<file path="config.mk">
export PLATFORM = sky130hd
export DESIGN_NAME = shift_left_arb
export DESIGN_NICKNAME = d
export VERILOG_FILES = /design/src/rtl/shift_left_arb.sv
export SDC_FILE = /design/constraint.sdc
export NUM_CORES = 1
export LEC_CHECK = 0
export ABC_AREA = 1
export BUFFER_PORTS_ARGS = -buffer_cell sky130_fd_sc_hd__buf_2
export CORE_MARGIN = 2
export CORE_UTILIZATION = 45
export CTS_CLUSTER_DIAMETER = 120
export DETAILED_ROUTE_END_ITERATION = 10
export PLACE_DENSITY = 0.66
export SYNTH_ARGS = -nofsm -noshare
export SYNTH_HDL_FRONTEND = slang
export SYNTH_HIERARCHICAL = 1
export SYNTH_SLANG_ARGS = --single-unit
</file>
<file path="constraint.sdc">
create_clock -name clk -period 5.1 [get_ports clk]
set_input_delay 0.765 -clock clk [delete_from_list [all_inputs] [get_ports clk]]
set_output_delay 0.765 -clock clk [all_outputs]
set_load 0.1 [all_outputs]
</file>
<file path="src/rtl/shift_left_arb.sv">
// Round-robin arbiter sharing one combinational shifter (y = a << n) among
// NREQ requesters; the winning result is registered with its requester ID.

module shift_left #(
  parameter int DIW = 4,
  parameter int SW  = $clog2(DIW),
  parameter int DOW = 2*DIW-1
) (
  input  logic [DIW-1:0] a,
  input  logic [SW-1:0]  n,
  output logic [DOW-1:0] y
);
  assign y = DOW'(a) << n;
endmodule

module shift_left_arb #(
  parameter int DIW  = 4,
  parameter int SW   = $clog2(DIW),
  parameter int DOW  = 2*DIW-1,
  parameter int NREQ = 3,
  parameter int IDW  = (NREQ > 1 ? $clog2(NREQ) : 1)
) (
  input  logic                clk,
  input  logic                rst_n,
  input  logic [NREQ-1:0]     req_valid,
  input  logic [NREQ*DIW-1:0] req_a,
  input  logic [NREQ*SW-1:0]  req_n,
  output logic [NREQ-1:0]     req_ready,
  output logic                rsp_valid,
  input  logic                rsp_ready,
  output logic [DOW-1:0]      rsp_y,
  output logic [IDW-1:0]      rsp_id,
  output logic                busy
);

  logic           vld_p1;
  logic [DOW-1:0] y_p1;
  logic [IDW-1:0] id_p1;
  logic [IDW-1:0] ptr;

  logic           found;
  logic [IDW-1:0] gidx;
  logic [IDW-1:0] ptr_nxt;
  logic [DIW-1:0] sel_a;
  logic [SW-1:0]  sel_n;
  logic [DOW-1:0] shift_y;
  logic           can_accept;
  logic           accept;
  int             idx;

  assign can_accept = !vld_p1 || rsp_ready;

  // Stage p0: rotating priority scan starting at ptr, operand mux of the winner
  always_comb begin
    found = 1'b0;
    gidx  = '0;
    sel_a = '0;
    sel_n = '0;
    idx   = 0;
    for (int k = 0; k < NREQ; k++) begin
      idx = int'(ptr) + k;
      if (idx >= NREQ) idx = idx - NREQ;
      if (!found && req_valid[idx]) begin
        found = 1'b1;
        gidx  = IDW'(idx);
        sel_a = req_a[idx*DIW +: DIW];
        sel_n = req_n[idx*SW +: SW];
      end
    end
  end

  assign ptr_nxt = (gidx == IDW'(NREQ-1)) ? '0 : gidx + IDW'(1);
  assign accept  = found && can_accept;

  // Ready is forced low while reset is asserted even though flops are cleared.
  assign req_ready = (accept && rst_n) ? (NREQ'(1) << gidx) : '0;

  shift_left #(.DIW(DIW), .SW(SW), .DOW(DOW)) u_shift (
    .a (sel_a),
    .n (sel_n),
    .y (shift_y)
  );

  // Stage p1: result register, held under backpressure
  always_ff @(posedge clk or negedge rst_n) begin
    if (!rst_n) begin
      vld_p1 <= 1'b0;
      y_p1   <= '0;
      id_p1  <= '0;
      ptr    <= '0;
    end else if (accept) begin
      vld_p1 <= 1'b1;
      y_p1   <= shift_y;
      id_p1  <= gidx;
      ptr    <= ptr_nxt;
    end else if (rsp_ready) begin
      vld_p1 <= 1'b0;
    end
  end

  assign rsp_valid = vld_p1;
  assign rsp_y     = y_p1;
  assign rsp_id    = id_p1;
  assign busy      = vld_p1;

endmodule

</file>
======== Word level (Yosys, flattened, before mapping) ========
Cells that the tools add are included.
operators by class
  $lt $le $gt $ge ......................... 6
  reductions and logical operators ........ 9
  $add $sub $neg .......................... 6
  mux-type cells .......................... 28
  shift-type cells ........................ 8
  equal/unequal tests ..................... 1
operators by type and width
  operator                                                                        count
  32-bit by 4-bit less-than comparator with 1-bit output (second input constant)  3
  32-bit 2-to-1 mux                                                               3
  12-bit by 32-bit indexed part select with 4-bit output                          3
  6-bit by 32-bit indexed part select with 2-bit output                           3
  2-bit 2-to-1 mux                                                                7
  4-bit 2-to-1 mux                                                                3
  1-bit 2-to-1 mux                                                                11
  3-bit by 2-bit subtractor with 4-bit output (second input constant)             2
  4-bit by 2-bit << shifter with 7-bit output                                     1
  1-bit binary-select mux with 2-bit select                                       3
  3-bit by 2-bit >= comparator with 1-bit output (second input constant)          2
  1-bit logical AND                                                               4
  2-bit by 1-bit adder with 3-bit output (second input constant)                  1
  2-bit by 2-bit adder with 3-bit output (second input constant)                  1
  1-bit logical NOT                                                               3
  3-bit 2-to-1 mux                                                                1
  1-bit by 2-bit << shifter with 3-bit output (first input constant)              1
  2-bit by 2-bit subtractor with 3-bit output (second input constant)             1
  2-bit by 1-bit adder with 2-bit output (second input constant)                  1
  2-bit == test (second input constant)                                           1
  2-bit >= comparator (second input constant)                                     1
  2-bit nonzero test                                                              1
  1-bit logical OR                                                                1
storage, ports and cells
  output and inout port bits .............. 14
  bits in registers ....................... 12
  logic and storage cells ................. 62

======== Depth between registers and ports, before layout ========
Gate-level depths: netlist (run 1).
  depth in word-level cells ............... 15
  depth in mapped cells ................... 18
  mapped depth without buffers ............ 17

======== Modules after synthesis ========
Netlist (run 1), hierarchy kept.
by module, submodules not included
  module          seq. area each (sq um)  cells an instance  times used  area an instance (sq um)
  shift_left_arb  300.3                   227                1           1,402.6
  shift_left      0.0                     27                 1           128.9

======== Worst setup path before layout (run 1) ========
OpenSTA, ideal clock, no wires.
  path type ............................... flip-flop to output port
  from .................................... register ptr[0]
  to ...................................... output req_ready[0]
  slack ................................... 1.545 ns
  arrival ................................. 2.790 ns
  required time ........................... 4.335 ns
  path buffers ............................ 1
  cell stages (with the launch flop) ...... 13
  cell sequence ........................... dfrtp_1 -> inv_1 -> ha_1 -> buf_6 -> nor2_1 -> nand2_1 -> nand2_1 -> inv_1 -> nand2_4 -> nand2_8 -> nor2_4 -> nand2_1 -> nor2_1
on the way
  longest elaborated chain between the ends .. 15
ends and longest elaborated chain
  item                                                                                  line  RTL
  from (decl)                                                                           39    logic [IDW-1:0] ptr;
  from (signal assigned)                                                                95    ptr <= ptr_nxt;
  branches (longest 14 deep; another with 3-bit by 2-bit subtractor with 4-bit output)  --
  3-bit 2-to-1 mux (*)                                                                  76    assign req_ready = (accept && rst_n) ? (NREQ'(1) << gidx) : '0;
  to (decl)                                                                             28    output logic [NREQ-1:0] req_ready,
Every way passes the cells marked *. The select of a mux whose other input is x is not followed.

======== Worst setup path after layout (run 1) ========
Ends and elaborated chain as after synthesis.

==> results of run 1 <==
kinds of logic after synthesis:
family / Yosys count
DFF: 12
adders and majority gates: 5
buffers and inverters: 48
and+or+nand+nor: 139
AOI/OAI and AO/OA: 50
how the worst max path moves through the flow:
stage,endpoint,depth (start not counted),from
after floorplan,req_ready[0],12,ptr[0]$_DFFE_PN0P_
after global placement,req_ready[0],13,ptr[0]$_DFFE_PN0P_
after detailed placement,req_ready[0],13,ptr[0]$_DFFE_PN0P_
after CTS,req_ready[0],13,ptr[0]$_DFFE_PN0P_
after global routing,req_ready[1],13,ptr[0]$_DFFE_PN0P_
final,req_ready[0],13,ptr[0]$_DFFE_PN0P_
per-stage QoR:
stage / instances / setup WS, ns
after global routing: 331 / 0.996
after global placement: 327 / 1.67
after detailed placement: 327 / 1.60
after floorplan: 254 / 1.55
final: 331 / 1.31
after CTS: 331 / 1.30
layout by cell type (no fill, tap or decap), drive strengths merged, types with 4 or more instances in the layout:
cell type and n:
a21oi 15, buf 37, clkbuf 4, dfrtp 12
ha 5, inv 38, nand2 88, nand3 20
nor2 26, o211ai 5, o21ai 22
final cells by class:
| type | count | area share [%] |
|---|---|---|
| Clock buffer | 4 | 2.09 |
| Inverter | 38 | 8.23 |
| Multi-Input combinational cell | 194 | 58.3 |
| Sequential cell | 12 | 17.3 |
| Tap cell | 46 | 3.32 |
| Timing Repair Buffer | 37 | 10.7 |
critical path, stage by stage (launching register included):
cell,delay (ns)
dfrtp_1,0.43
inv_1,0.10
ha_1,0.58
inv_1,0.37
nand2_1,0.13
nand3_1,0.07
nand2_1,0.14
inv_1,0.08
nand2_4,0.09
nand2_8,0.09
nor2_4,0.10
nand2_1,0.07
nor2_1,0.09
buf_2,0.43
per-layer routing:
metal  global-route usage, %  wire (microns)  vias up
met1                    27.0            1830      738
li1                        -               -      873
met3                   0.906             201        5
met4                    6.67              44        0
met2                    31.9            1770       54
met5                       0               0        -
registers in the layout, summed over array words and instances, names as in the netlist:
| name | flops |
|---|---|
| ptr | 2 |
| busy | 1 |
| rsp_y | 7 |
| rsp_id | 2 |
==> impl_metrics.tcl, run 1 <==
set metrics [dict create \
    synth-xor-area-share_pct 0 \
    vias_per_cell 5.05 \
    synth_adder_area_share_pct 4.08 \
    drtAntennaViolNets 0 \
    route.detailed.wl_per_inst_microns 11.6 \
    ff2ff_setup_slack_ns 2.13 \
    place_area_sq_um 1700 \
    dieWidth_microns 62.3 \
    yosysUniqueCellTypes 29 \
    start_kind "register" \
    drtIter0Drc 172 \
    n_antenna_cell 0 \
    clock_skew_ns 0.00212 \
    antenna_found_initial 0 \
    whs_ns 0.354 \
    synth_most_common_cell "nand2_1" \
    grt_overflow 0 \
    synthTopCellsByCount "nand2_1 (78), inv_1 (32), o21ai_0 (20), nor2_1 (19), nand3_1 (18)" \
    syn_area_per_cell_sq_um 6.03 \
    io_buffers 37 \
    multi_input_area_sq_um 1010 \
    grt_util_all_layers_pct 19.3 \
    cts_resized 0 \
    netlist_area_sq_um 1530 \
    top_level_ports 38 \
    grt_max_degree 22 \
    ys_ff_latch 12 \
    cts_setup_buffers 0 \
    fmax_mhz 264 \
    crit_fanout 21 \
    clockRootBuffer "clkbuf_4" \
    period_share_pct 74.4 \
    final_area_sq_um 1730 \
    min_period_ns 3.79 \
    synthCells 254 \
    hp-class "input port to async pin" \
    seqCellArea_sq_um 300 \
    synth_area_leaders "dfrtp_1 (20%), nand2_1 (19%), inv_1 (7.8%)" \
    path_clk_slew_ns 0.07 \
    synth.area.mux_share_pct 0 \
    cts_tree "done" \
    synth_top_cell_by_area "dfrtp_1" \
    coreArea_sq_um 3310 \
    post-route-util_pct 52.3 \
    synth_top_family_by_area "simple AND/OR/NAND/NOR gates" \
    ys_seq_area_share_pct 19.6 \
    hold_viol 0 \
    drtPass1Iterations 4 \
    clockBufferDepth 2 \
    synth_compound_area_share_pct 18.7 \
    worstPathArrival_ns 3.03 \
    reg2regPathDepth 16 \
    r2r-end "rsp_y[1]$_DFFE_PN0P_" \
    layout.nets 315 \
    syn_nets 283 \
    cts_inserted_buffers 3 \
    grt_pass1_vias 1434 \
    fillers 371 \
    relSlewSlack_pct 56.6 \
    grt_pass1_wl_mm 6.24 \
    required_ns 4.34 \
    synth_edf_count 0 \
    synthArstFlopShare_pct 100 \
    synth-main-ff-cell "dfrtp_1" \
    via_count 1670 \
    place.gp.congestion 0.845 \
    cts_max_level 1 \
    dp_hpwl_mm 2.91 \
    r2r_start "ptr[0]$_DFFE_PN0P_" \
    drc_errors 0 \
    synth_top_area_share_pct 19.6 \
    cap_violations 0 \
    area_growth_pct 13.2 \
    insertion_delay_ns 0.27 \
    setup_viol 0 \
    path_class "register to output port" \
    grt_setup_unrepaired "false" \
    yosys_warnings 6 \
    num_rows 21 \
    start_util_pct 46.3 \
    status "finished, final reports clean" \
    dieArea_sq_um 3890 \
    worstMarginPinSlew_ns 0.652 \
    die_h_microns 62.3 \
    routed_wirelength_mm 3.84 \
    drive_above_1_share_pct 24.2 \
    end_kind "output port" \
    postCtsHoldBufs 0 \
    clock-sinks 12 \
    synth-simple-area-share_pct 43.2 \
    final_max_slew_viol_count 0 \
    setup_tns_ns 0 \
]
Power of run 1 is left out: the tool's default activity adds up to more than one toggle a clock period on the data nets, which glitch-free logic cannot reach.
==> inputs of run 2 (changes only) <==
--- a/config.mk
+++ b/config.mk
@@ -11,7 +11,7 @@
 export CORE_UTILIZATION = 45
 export CTS_CLUSTER_DIAMETER = 120
 export DETAILED_ROUTE_END_ITERATION = 10
-export PLACE_DENSITY = 0.66
+export PLACE_DENSITY = 0.69
 export SYNTH_ARGS = -nofsm -noshare
 export SYNTH_HDL_FRONTEND = slang
 export SYNTH_HIERARCHICAL = 1
==> constraint.sdc (replaced) <==
create_clock -name clk -period 3.4 [get_ports clk]
set_input_delay 0.51 -clock clk [delete_from_list [all_inputs] [get_ports clk]]
set_output_delay 0.51 -clock clk [all_outputs]
set_load 0.1 [all_outputs]
==> run 2 against run 1 <==
Compared with the run above: sequential share of layout area decreased by 0.11 points; highest routed layer is now met3; die area unchanged; first-iteration DRC count decreased by 15%; register-to-register slack got worse by 1.4 ns; critical endpoint unchanged; routed wire length increased by 1.8%; critical path type unchanged; global-route usage increased by 2.2 points.
==> impl_metrics.tcl, run 2 (synthesis results as in run 1) <==
set metrics [dict create \
    status "finished, final reports clean" \
    route.detailed.wl_per_inst_microns 11.8 \
    dieWidth_microns 62.3 \
    min_period_ns 3.16 \
    cap_violations 0 \
    clockBufferDepth 2 \
    num_rows 21 \
    fmax_mhz 317 \
    mostFrequentLayoutCell "nand2_1" \
    hp-class "input port to async pin" \
    place.gp.congestion 0.940 \
    drive_above_1_share_pct 24.8 \
    coreArea_sq_um 3310 \
    worstMarginPinSlew_ns 0.490 \
    cp_slowest_cell "dfrtp_1" \
    clock_skew_ns 0.000822 \
    cts_inserted_buffers 3 \
    busiest_layer "met2" \
    cts_max_level 1 \
    grt_pass1_wl_mm 7.04 \
    die_h_microns 62.3 \
    path_clk_slew_ns 0.07 \
    antenna_found_initial 0 \
    via_count 1681 \
    area_growth_pct 13.9 \
    insertion_delay_ns 0.26 \
    clock-sinks 12 \
    crit_fanout 14 \
    dp_hpwl_mm 3.04 \
    io_buffers 37 \
    grt.met3_usage_pct 3.26 \
    top_level_ports 38 \
    drtPass1Iterations 4 \
    required_ns 2.89 \
    grt_setup_unrepaired "false" \
    worstPathArrival_ns 2.65 \
    routed_wirelength_mm 3.92 \
    grtUsageMet2_pct 36.3 \
    fillers 360 \
    hold_viol 0 \
    vias_per_cell 5.06 \
    end_kind "output port" \
    cts_tree "done" \
    largest_reg_flops 7 \
    n_antenna_cell 0 \
    start_kind "register" \
    drc_errors 0 \
    grt_pass1_vias 1609 \
    path_cells "inv_1 > ha_1 > inv_1 > nand2_1 > nand3_1 > nand2_1 > inv_1 > nand2_4 > nand2_8 > nor2_4 > nand2_1 > nor2_1 > clkbuf_4" \
    postCtsHoldBufs 0 \
    ff2ff_setup_slack_ns 0.70 \
    dieArea_sq_um 3890 \
    grt_util_all_layers_pct 21.4 \
    grt_use_met1_pct 29.6 \
    max_stage_delay_ns 0.42 \
    final_cell_mix "nand2_1 (78), buf_2 (34), inv_1 (32), o21ai_0 (20), nor2_1 (19)" \
    clockRootBuffer "clkbuf_4" \
    grt_max_degree 18 \
    relSlewSlack_pct 67.5 \
    setup_tns_ns 0 \
    drtIter0Drc 147 \
    grt_overflow 0 \
    layout.nets 317 \
    start_util_pct 46.3 \
    setup_viol 0 \
    final_max_slew_viol_count 0 \
    period_share_pct 92.9 \
    drtAntennaViolNets 0 \
    path_class "register to output port" \
]
run 2: cell types whose count changed in the layout (fill, tap and decap cells not counted):
| cell | delta |
|---|---|
| clkbuf_8 | -1 |
| ha_2 | +1 |
| clkbuf_4 | +3 |
| ha_1 | -1 |
| buf_4 | +2 |
| buf_2 | -3 |
run 2: path summary, 6_finish.rpt:
path | start | endpoint | cells past startpoint
setup / recovery | ptr[0]$_DFFE_PN0P_ | req_ready[0] | 13
hold / removal | rst_n | rsp_y[0]$_DFFE_PN0P_ | 1
hold reg to reg | rsp_id[0]$_DFFE_PN0P_ | rsp_id[0]$_DFFE_PN0P_ | 2
min in group clk | rsp_id[0]$_DFFE_PN0P_ | rsp_id[0]$_DFFE_PN0P_ | 2
max in group asynchronous | rst_n | rsp_id[1]$_DFFE_PN0P_ | 1
setup reg to reg | ptr[0]$_DFFE_PN0P_ | rsp_y[2]$_DFFE_PN0P_ | 14
run 2: timing repair:
action                                  in CTS  in global routing
gates resized for setup                      1                  3
buffers inserted                             0                  0
endpoints found under the setup margin       2                  3
run 2: final cells by class:
cell class | instances | area (sq um) | area share [%]
inverter | 38 | 143 | 8.18
tap | 46 | 57.6 | 3.30
timing repair buffer | 39 | 208 | 11.9
clock buffer | 3 | 22.5 | 1.29
sequential | 12 | 300 | 17.2
multi-input combinational | 194 | 1010 | 58.1
run 2: worst max-delay path: cells and delay by family (launching register included):
family / cells / cell delay, ns
DFF: 1 / 0.42
adders and majority gates: 1 / 0.37
buffers and inverters: 4 / 0.83
and+or+nand+nor: 8 / 0.76
run 2: per-layer routing:
| metal | vias to the layer above | wire length [microns] |
|---|---|---|
| met5 | - | 0 |
| met4 | 0 | 0 |
| met3 | 0 | 176 |
| met2 | 49 | 1800 |
| met1 | 758 | 1940 |
| li1 | 874 | - |
run 2: metrics by stage:
stage	setup slack [ns]	hold slack, ns	cell area [sq um]	util [%]	std cells
global placement	0.367	0.407	1710	51.7	329
floorplan	0.100	0.214	1530	-	254
detailed placement	0.299	0.401	1710	51.7	329
finish	0.241	0.109	1740	52.7	332
CTS	0.148	0.115	1740	52.5	332
global route	0.0158	0.112	1740	52.7	332
Power of run 2 is left out for the same reason.
==> inputs of run 3 (changes only) <==
--- a/config.mk
+++ b/config.mk
@@ -8,10 +8,10 @@
 export ABC_AREA = 1
 export BUFFER_PORTS_ARGS = -buffer_cell sky130_fd_sc_hd__buf_2
 export CORE_MARGIN = 2
-export CORE_UTILIZATION = 45
+export CORE_UTILIZATION = 49
 export CTS_CLUSTER_DIAMETER = 120
 export DETAILED_ROUTE_END_ITERATION = 10
-export PLACE_DENSITY = 0.69
+export PLACE_DENSITY = 0.74
 export SYNTH_ARGS = -nofsm -noshare
 export SYNTH_HDL_FRONTEND = slang
 export SYNTH_HIERARCHICAL = 1
==> run 3 against run 2 <==
Compared with the run above: routed wire length decreased by 2.1%; first-iteration DRC count decreased by 17%; design area decreased by 1.2%.
==> impl_metrics.tcl, run 3 (synthesis results as in run 1) <==
set metrics [dict create \
    drtAntennaViolNets 0 \
    vias_per_cell 5.40 \
    via_count 1723 \
    final_max_slew_viol_count 0 \
    fmax_mhz 312 \
    place.gp.congestion 0.887 \
    crit_top_cell "nand2_1" \
    clock-sinks 12 \
    largest_reg_flops 7 \
    postCtsHoldBufs 0 \
    coreArea_sq_um 3000 \
    place_ws_ns 0.315 \
    crit_fanout 17 \
    final_cell_mix "nand2_1 (78), buf_2 (36), inv_1 (32), o21ai_0 (20), nor2_1 (19)" \
    drive_above_1_share_pct 24.8 \
    path_cells "inv_1 > ha_2 > inv_2 > nand2_1 > nand3_2 > nand2_4 > nand3_1 > o21ai_2 > inv_1 > nand2_1 > nand2_1 > nor2_1 > buf_2" \
    path_buf_inv 4 \
    insertion_delay_ns 0.27 \
    path_class "register to output port" \
    setup.worst_path.start "ptr[1]$_DFFE_PN0P_" \
    required_ns 2.89 \
    area_growth_pct 12.5 \
    layout.nets 317 \
    start_kind "register" \
    io_buffers 37 \
    drc_errors 0 \
    end_kind "output port" \
    dieWidth_microns 59.9 \
    routed_wirelength_mm 3.83 \
    cap_violations 0 \
    cp.depth 13 \
    cts_resized 0 \
    reg2regPathDepth 15 \
    hold_viol 0 \
    clockRootBuffer "clkbuf_4" \
    cts_inserted_buffers 3 \
    mostFrequentLayoutCell "nand2_1" \
    grt_max_degree 21 \
    cts_setup_buffers 0 \
    cp_slowest_cell "ha_2" \
    drtPass1Iterations 4 \
    status "finished, final reports clean" \
    setup_viol 0 \
    antenna_found_initial 0 \
    hp-class "input port to async pin" \
    critPathTopFamily "buffers and inverters" \
    max_stage_delay_ns 0.54 \
    period_share_pct 94.3 \
    grt_util_all_layers_pct 22.0 \
    worstPathArrival_ns 2.70 \
    die_h_microns 59.9 \
    worstMarginPinSlew_ns 0.486 \
    r2r-end "rsp_y[6]$_DFFE_PN0P_" \
    n_antenna_cell 0 \
    dieArea_sq_um 3590 \
    clockBufferDepth 2 \
    grt_pass1_wl_mm 6.19 \
    grt_pass1_vias 1428 \
    setup_ws_ns 0.192 \
    min_period_ns 3.21 \
    ff2ff_setup_slack_ns 0.72 \
    drtIter0Drc 122 \
    num_rows 20 \
    cts_tree "done" \
    path_clk_slew_ns 0.07 \
    relSlewSlack_pct 67.8 \
    cts_max_level 1 \
    top_level_ports 38 \
    grt_overflow 0 \
    r2r_start "ptr[1]$_DFFE_PN0P_" \
    route.detailed.wl_per_inst_microns 12.0 \
    endpoint "req_ready[1]" \
    clock_skew_ns 0.00328 \
    dp_hpwl_mm 2.95 \
    start_util_pct 51.0 \
]
[run 3: cell types whose count changed in the layout (fill, tap and decap cells not counted)]
cell      delta
buf_2        +2
clkbuf_4     -2
[run 3: layout make-up]
cell class / count / area [sq um]
Fill cell: 314 / 1280
Tap cell: 33 / 41.3
Multi-Input combinational cell: 194 / 1010
Clock buffer: 3 / 22.5
Sequential cell: 12 / 300
Timing Repair Buffer: 39 / 203
Inverter: 38 / 143
[run 3: metal layers]
metal	part of all wire [%]	global-route usage, %
met2	46	35.7
met5	0	0
met3	6.1	2.38
met1	47	32.3
met4	0.78	2.54
[run 3: worst min-delay path by stage]
| stage | end | slack [ns] | start |
|---|---|---|---|
| floorplan | busy$_DFFE_PN0P_ | 0.21 | rst_n |
| global placement | rsp_y[5]$_DFFE_PN0P_ | 0.40 | rst_n |
| detailed placement | rsp_y[5]$_DFFE_PN0P_ | 0.40 | rst_n |
| CTS | rsp_y[0]$_DFFE_PN0P_ | 0.11 | rst_n |
| global route | rsp_y[5]$_DFFE_PN0P_ | 0.12 | rst_n |
| finish | rsp_y[0]$_DFFE_PN0P_ | 0.11 | rst_n |
[run 3: stage by stage]
stage	area [sq um]	hold slack (ns)	TNS, ns	std cells	utilization (%)
2_1_floorplan	1530	0.214	0	254	-
3_3_place_gp	1700	0.404	0	316	56.5
3_5_place_dp	1700	0.403	0	316	56.5
4_1_cts	1720	0.107	0	319	57.2
5_1_grt	1720	0.117	-0.0124	319	57.4
6_report	1720	0.108	0	319	57.4
Power of run 3 is left out for the same reason.
